### src/rtl/srff_sched_pkg.sv
// ---------------------------------------------------------------------------
// srff_sched_pkg
//   Shared definitions for the SR-bank scheduler: command op codes and the
//   two-state scheduler FSM encoding.
// ---------------------------------------------------------------------------
package srff_sched_pkg;

  // Command op codes carried on req_op
  localparam logic [1:0] OP_NOP    = 2'b00;
  localparam logic [1:0] OP_SET    = 2'b01;
  localparam logic [1:0] OP_RESET  = 2'b10;
  localparam logic [1:0] OP_TOGGLE = 2'b11;

  // Scheduler states: IDLE arbitrates, APPLY drives the bank for one cycle
  typedef enum logic {
    ST_IDLE  = 1'b0,
    ST_APPLY = 1'b1
  } state_t;

endpackage

### src/rtl/srff_bank_sched_rr_arb.sv
// ---------------------------------------------------------------------------
// rr_arb
//   Purely combinational round-robin picker. Starting at ptr_i and wrapping
//   modulo N, the first asserted request wins.
// Ports:
//   req_i    in   N    request vector
//   ptr_i    in   IW   index with highest priority this cycle
//   grant_o  out  N    one-hot winner (all zero when no request)
//   idx_o    out  IW   binary index of the winner (0 when no request)
//   any_o    out  1    at least one request present
// ---------------------------------------------------------------------------
module rr_arb #(
  parameter int N  = 4,
  parameter int IW = (N > 1) ? $clog2(N) : 1
) (
  input  logic [N-1:0]  req_i,
  input  logic [IW-1:0] ptr_i,
  output logic [N-1:0]  grant_o,
  output logic [IW-1:0] idx_o,
  output logic          any_o
);

  int          cand;
  logic [IW-1:0] candIdx;

  // Walk the candidates in rotated priority order; the first hit is latched
  // through any_o so later candidates cannot overwrite it.
  always_comb begin
    grant_o = '0;
    idx_o   = '0;
    any_o   = 1'b0;
    cand    = 0;
    candIdx = '0;
    for (int k = 0; k < N; k++) begin
      cand    = (int'(ptr_i) + k) % N;
      candIdx = IW'(cand);
      if (!any_o && req_i[candIdx]) begin
        any_o            = 1'b1;
        grant_o[candIdx] = 1'b1;
        idx_o            = candIdx;
      end
    end
  end

endmodule

### src/rtl/srff_bank_sched.sv
// ---------------------------------------------------------------------------
// srff_bank_sched
//   Round-robin scheduler sharing one WIDTH-bit bank of T-flip-flop SR cells
//   among NREQ requesters. A granted command is latched in IDLE, applied to
//   the bank in a single APPLY cycle, and signalled by a done pulse one cycle
//   later. SET/RESET are converted to T inputs so the bank never sees s=r=1.
// Ports:
//   clk        in   1            rising-edge clock
//   rst        in   1            asynchronous active-high reset
//   req_valid  in   NREQ         per-requester command valid
//   req_op     in   2*NREQ       op of requester i at [2i+1:2i]
//   req_mask   in   WIDTH*NREQ   mask of requester i at [WIDTH*i +: WIDTH]
//   req_ready  out  NREQ         one-hot accept pulse (IDLE only)
//   grant_id   out  clog2(NREQ)  requester being applied (valid while busy)
//   busy       out  1            high during APPLY
//   done       out  1            pulse in the cycle after q updates
//   q          out  WIDTH        SR bank state
// ---------------------------------------------------------------------------
module srff_bank_sched
  import srff_sched_pkg::*;
#(
  parameter int NREQ  = 4,
  parameter int WIDTH = 8
) (
  input  logic                      clk,
  input  logic                      rst,
  input  logic [NREQ-1:0]           req_valid,
  input  logic [2*NREQ-1:0]         req_op,
  input  logic [WIDTH*NREQ-1:0]     req_mask,
  output logic [NREQ-1:0]           req_ready,
  output logic [$clog2(NREQ)-1:0]   grant_id,
  output logic                      busy,
  output logic                      done,
  output logic [WIDTH-1:0]          q
);

  localparam int IW = $clog2(NREQ);

  state_t           state_q, state_d;
  logic [IW-1:0]    rrPtr_q, rrPtr_d;
  logic [1:0]       op_q, op_d;
  logic [WIDTH-1:0] mask_q, mask_d;
  logic [IW-1:0]    id_q, id_d;
  logic [WIDTH-1:0] bank_q, bank_d;
  logic             done_q, done_d;

  logic [NREQ-1:0]  winGrant;
  logic [IW-1:0]    winIdx;
  logic             anyValid;
  logic [WIDTH-1:0] tVec;

  rr_arb #(
    .N  (NREQ),
    .IW (IW)
  ) u_arb (
    .req_i   (req_valid),
    .ptr_i   (rrPtr_q),
    .grant_o (winGrant),
    .idx_o   (winIdx),
    .any_o   (anyValid)
  );

  // Next-state and output logic. In IDLE the arbiter winner is accepted and
  // its command latched; in APPLY the latched command is converted to T
  // inputs. SET only toggles bits currently 0 and RESET only bits currently
  // 1, which is what keeps the cells free of the forbidden s=r=1 case.
  always_comb begin
    state_d   = state_q;
    rrPtr_d   = rrPtr_q;
    op_d      = op_q;
    mask_d    = mask_q;
    id_d      = id_q;
    bank_d    = bank_q;
    done_d    = 1'b0;
    req_ready = '0;
    busy      = 1'b0;
    grant_id  = '0;
    tVec      = '0;
    case (state_q)
      ST_IDLE: begin
        if (anyValid) begin
          req_ready = winGrant;
          op_d      = req_op[2*int'(winIdx) +: 2];
          mask_d    = req_mask[WIDTH*int'(winIdx) +: WIDTH];
          id_d      = winIdx;
          rrPtr_d   = (winIdx == IW'(NREQ - 1)) ? '0 : winIdx + 1'b1;
          state_d   = ST_APPLY;
        end
      end
      ST_APPLY: begin
        busy     = 1'b1;
        grant_id = id_q;
        case (op_q)
          OP_SET:    tVec = mask_q & ~bank_q;
          OP_RESET:  tVec = mask_q & bank_q;
          OP_TOGGLE: tVec = mask_q;
          default:   tVec = '0;
        endcase
        bank_d  = bank_q ^ tVec;
        done_d  = 1'b1;
        state_d = ST_IDLE;
      end
      default: state_d = ST_IDLE;
    endcase
  end

  // State, latched command, round-robin pointer and the T-flip-flop bank.
  // Reset during APPLY discards the latched command and suppresses done.
  always_ff @(posedge clk or posedge rst) begin
    if (rst) begin
      state_q <= ST_IDLE;
      rrPtr_q <= '0;
      op_q    <= OP_NOP;
      mask_q  <= '0;
      id_q    <= '0;
      bank_q  <= '0;
      done_q  <= 1'b0;
    end else begin
      state_q <= state_d;
      rrPtr_q <= rrPtr_d;
      op_q    <= op_d;
      mask_q  <= mask_d;
      id_q    <= id_d;
      bank_q  <= bank_d;
      done_q  <= done_d;
    end
  end

  assign q    = bank_q;
  assign done = done_q;

endmodule
### config.mk
export PLATFORM = sky130hd
export DESIGN_NAME = srff_bank_sched
export DESIGN_NICKNAME = d
export VERILOG_FILES = /design/src/rtl/srff_sched_pkg.sv /design/src/rtl/srff_bank_sched_rr_arb.sv /design/src/rtl/srff_bank_sched.sv
export SDC_FILE = /design/constraint.sdc
export NUM_CORES = 1
export LEC_CHECK = 0
export BUFFER_PORTS_ARGS = -buffer_cell sky130_fd_sc_hd__clkbuf_2
export CORE_MARGIN = 8
export CORE_UTILIZATION = 30
export CTS_BUF_LIST = sky130_fd_sc_hd__clkbuf_8
export DETAILED_ROUTE_END_ITERATION = 6
export GPL_TIMING_DRIVEN = 0
export PLACE_DENSITY = 0.6
export RECOVER_POWER = 100
export SLEW_MARGIN = 20
export SYNTH_ARGS = -nofsm -noshare
export SYNTH_HDL_FRONTEND = slang
export SYNTH_SLANG_ARGS = --single-unit
### constraint.sdc
create_clock -name clk -period 3.75 [get_ports clk]
set_input_delay 0.1875 -clock clk [delete_from_list [all_inputs] [get_ports clk]]
set_output_delay 0.1875 -clock clk [all_outputs]
set_load 0.01 [all_outputs]
==> results of run 1 <==
## through the flow
step                      instances  utilization, %
final                           326            37.9
after global routing            326            37.9
after CTS                       326            38.4
after detailed placement        322            37.4
after global placement          322            37.4
after floorplan                 188               -
## placed cells by master (no fill, tap or decap), types with 4 or more instances in the layout
cell type  instances
mux4_2             4
a31oi_1           15
a21oi_1           11
clkbuf_8           4
nor2_1            16
dfrtp_1           24
o2bb2ai_1          8
a221oi_1           4
clkbuf_1          19
clkbuf_2          46
a22oi_1            4
mux2i_1           14
nand2_1           24
ha_1              11
inv_1              8
## state kept, by name (all words and copies together) (netlist names)
signal   flops
mask_q       8
q            8
id_q         2
op_q         2
rrPtr_q      2
done         1
state_q      1
## power by group through the flow
stage	Combinational (mW)	Sequential (mW)	Clock (mW)
5_1_grt	1.35	0.520	0.193
6_report	1.21	0.494	0.177
4_1_cts	1.26	0.496	0.184
2_1_floorplan	0.941	0.498	0
3_5_place_dp	1.26	0.502	0
3_3_place_gp	1.24	0.496	0
## critical path: stages (launching register included)
cell,delay [ns]
dfrtp_1,0.53
buf_2,0.31
inv_1,0.18
ha_1,0.45
mux4_2,0.43
nor2b_4,0.13
clkbuf_2,0.22
a2bb2oi_1,0.23
clkbuf_1,0.46
nand2_1,0.12
a31oi_1,0.19
## Yosys cell counts (4+ instances only)
cell / count / area [um2]
a221oi_1: 4 / 35.0
nor2_1: 16 / 60.1
inv_1: 8 / 30.0
a21oi_1: 11 / 55.1
a31oi_1: 15 / 93.8
nand2_1: 24 / 90.1
buf_6: 4 / 45.0
clkbuf_1: 4 / 15.0
mux4_2: 4 / 90.1
a22oi_1: 4 / 30.0
ha_1: 11 / 138
and2_1: 4 / 25.0
dfrtp_1: 24 / 601
mux2i_1: 14 / 140
o2bb2ai_1: 8 / 70.1
## cell type report
type,count,area share [%]
Sequential cell,24,26.9
Buffer,14,4.37
Inverter,8,1.35
Clock buffer,4,2.47
Tap cell,75,4.21
Multi-Input combinational cell,142,48.2
Timing Repair Buffer,59,12.5
## worst max path at each step
stage                    start           end  slack (ns)  cells past startpoint
floorplan           rrPtr_q[0]       op_q[0]        1.03                     11
global placement    rrPtr_q[0]       op_q[0]        0.56                     10
detailed placement  rrPtr_q[0]       op_q[0]        0.57                     10
CTS                 rrPtr_q[0]  req_ready[0]        0.45                      9
global route        rrPtr_q[0]  req_ready[3]        0.09                      9
finish              rrPtr_q[0]     mask_q[2]        0.42                     10
## cell families after synthesis
kind of cell | count (synthesis) | share of synthesized area, %
mux | 22 | 15.4
simple gates | 52 | 12.8
buf+inv | 22 | 7.59
xor+xnor | 1 | 0.483
flops | 24 | 33.1
fa+ha+maj | 11 | 7.59
compound gates | 56 | 23.1
## routing by layer
layer / vias up / wire [um]
met5: - / 0
met4: 0 / 61
met3: 6 / 200
met2: 35 / 2600
met1: 768 / 2060
li1: 815 / -
==> metrics list, run 1 <==
* Outcome: finished, final reports clean
- Net switching power figure: 860 uW
- Global Route Usage Sum: 10.9%
- Global routing usage on met2: 19.4%
* Sort of element at the start of the critical path: flip-flop
* Dominant register cell in the synthesized netlist: dfrtp_1
- Distinct cell type count after synthesis: 39
- The worst register-to-register path has a depth of 10.
* Row Count: 28
* CTS tree: done
* Wire length of the first global-routing pass: 7680 um
- Area Growth Syn to Fin: 23.0%
- Clock tree synthesis selected as its root buffer the cell clkbuf_8.
* CP Class: flip-flop to flip-flop
* Worst setup slack for register-to-register paths: 0.42 ns
- Peak Freq: 0.300 GHz
- The finished cells cover 2230 um2.
- RSZ-0062 raised after global routing: false
* HPWL after DPL: 3930 um
- At the end of routability-driven placement, the weighted congestion stood at 0.753.
- Portion of total power attributed to combinational logic: 64.3%
- Starting density of the core: 30.8%
- Clock latency on the worst-skew pair, taken at its later pin, is 0.27 ns.
* Cts repair resizes: 0
- Global routing used 2.16% of the available met3 tracks.
- The floorplan step defined a die boundary enclosing 8790 um2.
- In this run switching power makes up 45.7% of total power.
* Clock sinks: 24
* ANT nets after route: 0
- Minimum setup slack after placement: 0.569 ns
- Number of synthesized flops with an enable pin: 0
* Crit path time final: 3.33 ns
* Setup TNS: 0 ns
- Worst clock skew: 0.00200 ns
* Fraction of power consumed by sequential logic: 26.3%
* Path category of the worst min-delay check: input pin to asynchronous set/reset pin
- CP Max Fanout: 10
- The worst register-to-register path begins at rrPtr_q[0].
- Yosys warns: 0
- Synth Net Count: 245
- In the routed layout, each cell is associated on average with a via count of 4.98.
- Data arrival at the endpoint of the critical path: 3.52 ns
* Area of the core region: 5890 um2
* Share of cells above drive strength 1: 28.3%
- In this run the tightest slew margin relative to its limit is 38.3%.
* Placed Instance Area: 2200 um2
- Per report_power, the clock group accounts for 9.4% of the total.
- Max-cap violation count: 0
- After clock tree synthesis, the flow added hold-fix buffers numbering 0.
* Pint: 1.02 mW
* Async S/R FF share, synth: 100%
* Fin. Hold Viols: 0
- The initial antenna violation count is 0.
- CTS built an H-tree with a depth of 1.
- The number of global-route vias before repair came to 1615.
* Number of design rule violations left after detail routing: 0
- Post-CTS setup repair buffer count: 0
- Area taken by multi-input logic gates: 1080 um2
- The die is 93.8 um wide.
- STA classifies the critical path endpoint as a flip-flop.
- In this run the vertical extent of the chip is 93.8 um.
- At the pin with the least slew margin, the transition time is 0.925 ns.
- Max VDD drop: 0.292 mV
- In the final routed layout, each cell accounts on average for 15.1 um.
- For this block, the initial DRC count from the detailed router was 66.
- Total length of routed wires: 4930 um
* Top-level I/O count: 62
- In this run the mean area of a mapped cell was 9.65 um2.
- Static leakage power: 1.01 nW
* Largest net degree at the start of global routing: 25
* Number of optimization iterations in the first detailed-route pass: 4
- Antenna cells: 0
* Busiest layer in global routing: met2
- Buffers placed on the I/O ports in this run total 59.
- Registers take 601 um2.
* Least setup slack across all paths after layout: 0.420 ns
* Worst r2r dst: mask_q[2]
- Number of buffers created by CTS: 3
* Critical path required time: 3.94 ns
* Syn Inst Count: 188
* Flip-flop and latch count after synthesis: 24
- On the final layout, the worst hold slack is 0.0984 ns.
* # nets final: 309
- Setup violations remaining at the end of the flow were counted as 0.
- After clock tree synthesis, the clock-pin slew on the worst setup and hold paths is 0.08 ns.
- Total congestion overflow after global routing: 0
* Final cycle utilization of the critical path: 88.8%
- Number of vias after detailed routing: 1624
- Sequential share of the synthesized area: 33.1%
* Total power of the final layout: 1.88 mW
- The clock passes through at most 2 buffers.
- Met1 global-route usage: 12.9%
- Count of filler cells inserted in the layout: 613
* Post-Synthesis Cell Area: 1810 um2
- Max Transition Viols Final: 0
- PD cells: 844 nW/um2
No activity file was read; power rests on OpenSTA's default activity.
==> inputs of run 2 (changes only) <==
--- a/config.mk
+++ b/config.mk
@@ -8,7 +8,6 @@
 export BUFFER_PORTS_ARGS = -buffer_cell sky130_fd_sc_hd__clkbuf_2
 export CORE_MARGIN = 8
 export CORE_UTILIZATION = 30
-export CTS_BUF_LIST = sky130_fd_sc_hd__clkbuf_8
 export DETAILED_ROUTE_END_ITERATION = 6
 export GPL_TIMING_DRIVEN = 0
 export PLACE_DENSITY = 0.6
==> constraint.sdc (replaced) <==
create_clock -name clk -period 3.2 [get_ports clk]
set_input_delay 0.16 -clock clk [delete_from_list [all_inputs] [get_ports clk]]
set_output_delay 0.16 -clock clk [all_outputs]
set_load 0.01 [all_outputs]
==> run 2 against run 1 <==
  * Final cell count grew 0.31%
  * Setup slack lost 0.12 ns
  * Power grew 20%
  * First-iteration DRC count shrank 3.0%
  * Utilization grew 0.45 points
  * Global-route usage is the same
  * Clock skew grew 0.0012 ns
  * Highest routed layer unchanged
  * Via count grew 0.99%
  * Register-to-register slack is essentially flat
==> metrics list, run 2 (synthesis gave the netlist of run 1 again) <==
* Wire length of the first global-routing pass: 7680 um
* Post-DR wirelength/cell: 15.2 um
- Total length of routed wires: 4970 um
* Final cycle utilization of the critical path: 90.6%
- Summed over all nets, the half-perimeter wirelength after detailed placement is 3930 um.
- Timing would allow up to 0.345 GHz.
- Clock tree synthesis inserted a total of 3 buffers.
- The library cells used most frequently in the layout, excluding fill and tap cells, are clkbuf_2 (45), nand2_1 (24), dfrtp_1 (23).
- Top-level I/O count: 62
- Worst r2r dst: op_q[0]
* Global routing usage on met2: 19.4%
- For met1 alone, demand over resource in global routing was 12.9%.
- Antenna cells: 0
* Total die area: 8790 um2
- The worst register-to-register path has a depth of 10.
- Fraction of power consumed by sequential logic: 25.2%
- Met3 Track Usage GR: 2.16%
- TritonCTS built the clock tree.
- Clock-pin slew was measured on the worst setup and hold paths at 0.09 ns.
- The worst path needs 2.90 ns of the cycle, external delays included.
- The initial antenna violation count came to 0.
- Global Route Usage Sum: 10.9%
- Fin. Hold Viols: 0
- Max VDD drop: 0.343 mV
* Crit. Startpoint: rrPtr_q[0]
- Once layout is done, the placed cells without fillers occupy 2260 um2.
- Net switching power figure: 1.02 mW
* CP Class: flip-flop to primary output
- At the worst endpoint, the required time is 3.04 ns.
- PD cells: 997 nW/um2
* Portion of total power attributed to combinational logic: 65.5%
* Sw frac: 45.2%
- For this run, the post-layout net count is 310.
- RSZ-0062 raised after global routing: false
- In this run the number of H-tree levels came out at 1.
- Data arrival at the endpoint of the critical path: 2.74 ns
* Worst clock skew: 0.00318 ns
* Path category of the worst min-delay check: input pin to asynchronous set/reset pin
- The first detailed-routing pass took 4 iterations.
- For the pin with the worst max-slew slack, the measured transition is 0.927 ns.
- In this run the clock root is driven by a clkbuf_8.
* Worst setup slack for register-to-register paths: 0.41 ns
* Row Count: 28
- After clock tree synthesis, the flow added hold-fix buffers numbering 0.
- In this run the worst setup path terminates at req_ready[2].
- Busiest layer in global routing: met2
- Total congestion overflow after global routing: 0
- Area Growth Syn to Fin: 24.4%
- Pint: 1.23 mW
* Number of vias after detailed routing: 1640
- Rel. slew slack: 38.2%
- Setup TNS: 0 ns
* Most frequent standard cell in the layout excluding fill and tap cells: clkbuf_2
* Largest net degree at the start of global routing: 25
- Last weighted congestion value of the routability-driven placer: 0.753
* Outcome: finished, final reports clean
- Max Transition Viols Final: 0
- Once the floorplan was initialized, standard cells occupied 30.8% of the core.
- Clock sinks: 24
- Endpoint kind of the worst setup timing path: primary output
- The number of global-route vias before repair came to 1615.
- Input and output buffers added on the ports amount to 59.
- Sort of element at the start of the critical path: flip-flop
* Static leakage power: 1.02 nW
- In this run, the clock network consumes 9.3% of the power.
- Along the worst path, the maximum fanout reaches 10.
- Die Span X: 93.8 um
- Max-cap violation count: 0
- In the routed layout, each cell is associated on average with a via count of 5.02.
- In the final layout, the share of cells above drive strength 1 is 29.8%.
- The clock passes through at most 2 buffers.
- Worst r2r src: rrPtr_q[0]
- ANT nets after route: 0
- For the worst-skew pair, the clock arrives at the later sink with an insertion delay of 0.27 ns.
- Area of the core region: 5890 um2
- Total setup violations reported at the end of the flow: 0
* Count of filler cells inserted in the layout: 608
- The floorplan step set the die height to 93.8 um.
- Number of design rule violations left after detail routing: 0
- Once placement finished, the instance area stood at 2200 um2.
- The detailed router finished its first iteration with 64 violations.
[run 2: final cells by class]
class,instances,area (um2),share of cell area (%)
buffer,14,110,4.88
clock buffer,4,55.1,2.44
inverter,8,30.0,1.33
multi-input combinational,142,1080,47.9
sequential,24,602,26.7
tap,75,93.8,4.16
timing repair buffer,60,285,12.6
[run 2: repair_timing]
item | 4_1_cts | 5_1_grt
cloned | 0 | 0
resized for setup | 1 | 3
setup endpoints to repair | 4 | 14
setup buffers | 0 | 1
[run 2: critical path, stage by stage (launching register included)]
cell and delay, ns:
dfrtp_2 0.37, clkbuf_4 0.21, inv_1 0.16, ha_1 0.45, mux4_2 0.44, nor3_2 0.24, and2_1 0.23, a221oi_1 0.11
nor2_1 0.11, clkbuf_1 0.16
[run 2: per-stage QoR]
step	total power, mW	hold WS [ns]	worst slack, ns	util, %	cells
global route	2.46	0.117	0.0698	38.4	327
finish	2.25	0.0713	0.300	38.4	327
global placement	2.03	0.391	0.0147	37.4	322
detailed placement	2.07	0.396	0.0187	37.4	322
floorplan	1.69	0.175	0.478	-	188
CTS	2.28	0.101	0.0295	38.4	326
[run 2: worst min path at each step]
stage / startpoint / to / slack [ns] / cells past startpoint
after CTS: rst / mask_q[2] / 0.10 / 2
final: rst / q[2] / 0.07 / 2
after floorplan: rst / done / 0.17 / 1
after global routing: req_mask[0] / mask_q[0] / 0.12 / 3
after detailed placement: rst / mask_q[2] / 0.40 / 2
after global placement: rst / q[2] / 0.39 / 2
[run 2: power groups by stage]
stage / Combinational, mW / Clock (mW) / Sequential (mW)
after floorplan: 1.10 / 0 / 0.584
after global placement: 1.45 / 0 / 0.581
after detailed placement: 1.48 / 0 / 0.588
after CTS: 1.48 / 0.215 / 0.583
after global routing: 1.64 / 0.226 / 0.593
final: 1.47 / 0.209 / 0.568
[run 2: metal layers]
metal | part of all wire (%) | routed length, um | vias up
li1 | - | - | 819
met1 | 42 | 2100 | 779
met2 | 53 | 2620 | 36
met3 | 3.7 | 183 | 6
met4 | 1.2 | 61 | 0
met5 | 0 | 0 | -
==> inputs of run 3 (changes only) <==
==> constraint.sdc (replaced) <==
create_clock -name clk -period 3.2 [get_ports clk]
set_input_delay 0.32 -clock clk [delete_from_list [all_inputs] [get_ports clk]]
set_output_delay 0.32 -clock clk [all_outputs]
set_load 0.01 [all_outputs]
==> run 3 against run 2 <==
  * Global-route usage did not move
  * Clock power barely moved
  * Via count rose by 2.1%
  * First-iteration DRC count rose by 3.1%
  * Power rose by 2.4%
  * Clock skew fell by 0.0012 ns
  * Fmax fell by 6.1%
  * Sequential cell count did not move
==> metrics list, run 3 (synthesis gave the netlist of run 1 again) <==
- Data arrival at the endpoint of the critical path: 2.77 ns
- ANT nets after route: 0
- The clock passes through at most 2 buffers.
- Of all nets on the critical path, the largest fanout is 10.
- Most frequent standard cell in the layout excluding fill and tap cells: clkbuf_2
* Worst clock skew: 0.00200 ns
- R2R cell count: 10
- Total congestion overflow after global routing: 0
- Master of the slowest instance on the critical path: mux4_2
* Static leakage power: 1.02 nW
- Area Growth Syn to Fin: 25.4%
* Global Route Usage Sum: 10.9%
* Via count of the first global-routing pass: 1619
- Entering global routing, the biggest net connects 25 pins.
* Violation count after the first detailed-routing iteration: 66
- At the pin with the least slew margin, the transition time is 0.917 ns.
* Sort of element at the start of the critical path: flip-flop
* Number of design rule violations left after detail routing: 0
* Worst r2r src: rrPtr_q[0]
* Fin. Hold Viols: 0
* # nets final: 311
* Final cycle utilization of the critical path: 96.5%
- Across the run, the number of max-cap violations was 0.
- Input/output buffers: 59
- Dividing the detail-routed via count by the number of cells gives 5.11.
* Path category of the worst min-delay check: input pin to asynchronous set/reset pin
- Least setup slack across all paths after layout: 0.112 ns
- Worst skew pair latency: 0.27 ns
- The die is 93.8 um tall.
- Rel. slew slack: 38.8%
- Outcome: finished, final reports clean
- At the worst endpoint, the required time is 2.88 ns.
- The endpoint identified for the worst register-to-register timing path is mask_q[2].
- Total number of H-tree levels: 1
- Row Count: 28
* Most frequent cells in the layout: clkbuf_2 (44), nand2_1 (24), dfrtp_1 (23)
* Share of cells above drive strength 1: 30.0%
- Area of the core region: 5890 um2
- The initial antenna violation count was 0.
- Die Span X: 93.8 um
- Setup violations remaining at the end of the flow were counted as 0.
- Minimum setup slack after placement: 0.0187 ns
- Clock tree synthesis found a total of 24 sinks.
- After detailed placement, the design holds a cell count of 322.
- Placed Instance Area: 2200 um2
* PD cells: 1010 nW/um2
- Derived from the worst setup path, the maximum achievable clock frequency is 0.324 GHz.
- Filler-free cell count of the finished design: 328
* Crit. Startpoint: rrPtr_q[0]
- Number of buffers created by CTS: 3
- TritonCTS built the clock tree.
* Worst setup slack for register-to-register paths: 0.33 ns
- Last weighted congestion value of the routability-driven placer: 0.753
- HPWL after DPL: 3930 um
- The worst path in the final design needs a cycle of 3.09 ns, including I/O delays and setup.
- The number of max-slew violations in the final report is 0.
* Longest individual stage delay on the worst path: 0.39 ns
- By startpoint and endpoint, the worst setup path is classified as flip-flop to primary output.
- Cells traversed along the worst timing path: buf_4 -> clkinvlp_4 -> ha_4 -> mux4_2 -> buf_4 -> a22oi_1 -> nor2_1 -> a221oi_1 -> nor2_1 -> clkbuf_1
- The tree is rooted in a clkbuf_8.
- During I/O placement, the number of pins put on the boundary was 62.
* Total length of routed wires: 5100 um
- The initial utilization of the core area, before any placement, comes to 30.8%.
* Worst setup endpoint: req_ready[2]
* Register clock-pin slew on the reported worst setup and hold paths: 0.09 ns
* Endpoint kind of the worst setup timing path: primary output
- Number of optimization iterations in the first detailed-route pass: 4
- Wire length of the first global-routing pass: 7680 um
* Design area: 2280 um2
- Antenna cells: 0
- Across the VDD grid, the largest voltage drop is 0.345 mV.
- Total die area: 8790 um2
* Number of vias after detailed routing: 1675
* Post-DR wirelength/cell: 15.6 um
[run 3: worst min-delay path by stage]
stage	slack, ns	end	cells after the start	start
6_report	0.23	q[2]	2	rst
3_5_place_dp	0.47	id_q[0]	2	id_q[0]
5_1_grt	0.28	mask_q[0]	3	req_mask[0]
2_1_floorplan	0.33	done	1	rst
4_1_cts	0.26	mask_q[2]	2	rst
3_3_place_gp	0.46	q[6]	1	mask_q[6]
[run 3: report_power, final]
group | internal, mW | switching, mW | total, mW
sequential | 0.454 | 0.114 | 0.568
combinational | 0.694 | 0.835 | 1.53
clock | 0.110 | 0.0997 | 0.210
total | 1.26 | 1.05 | 2.31
[run 3: metrics by stage]
| step | power [mW] | hold WS (ns) | TNS, ns | util, % |
|---|---|---|---|---|
| 6_report | 2.31 | 0.227 | 0 | 38.7 |
| 2_1_floorplan | 1.69 | 0.335 | 0 | - |
| 4_1_cts | 2.28 | 0.261 | 0 | 38.5 |
| 3_3_place_gp | 2.03 | 0.464 | 0 | 37.4 |
| 5_1_grt | 2.51 | 0.277 | -0.0308 | 38.7 |
| 3_5_place_dp | 2.07 | 0.466 | 0 | 37.4 |
[run 3: final cells by class]
type                            instances  area [um2]
Timing Repair Buffer                   61         292
Inverter                                8        33.8
Sequential cell                        24         602
Buffer                                 14         106
Fill cell                             613        3610
Multi-Input combinational cell        142        1090
Tap cell                               75        93.8
Clock buffer                            4        55.1
[run 3: worst max-delay path, delay by kind of cell (launching register included)]
kind | cells | cell delay (ns)
AOI/OAI and AO/OA | 2 | 0.50
DFF | 1 | 0.37
buffers and inverters | 4 | 0.73
muxes | 1 | 0.39
and+or+nand+nor | 2 | 0.14
adders and majority gates | 1 | 0.36
[run 3: timing repair]
item	4_1_cts	5_1_grt
cloned	0	0
setup endpoints to repair	4	5
gates resized for setup	3	3
buffers inserted	0	2
hold buffers	0	0
[run 3: metal layers]
metal  wire length (um)  GRT usage (%)  vias to the layer above
met5                  0              0                        -
met4                 62           2.77                        0
met3                188           2.16                        6
met2               2700           19.5                       39
met1               2160           12.9                      810
li1                   -              -                      820
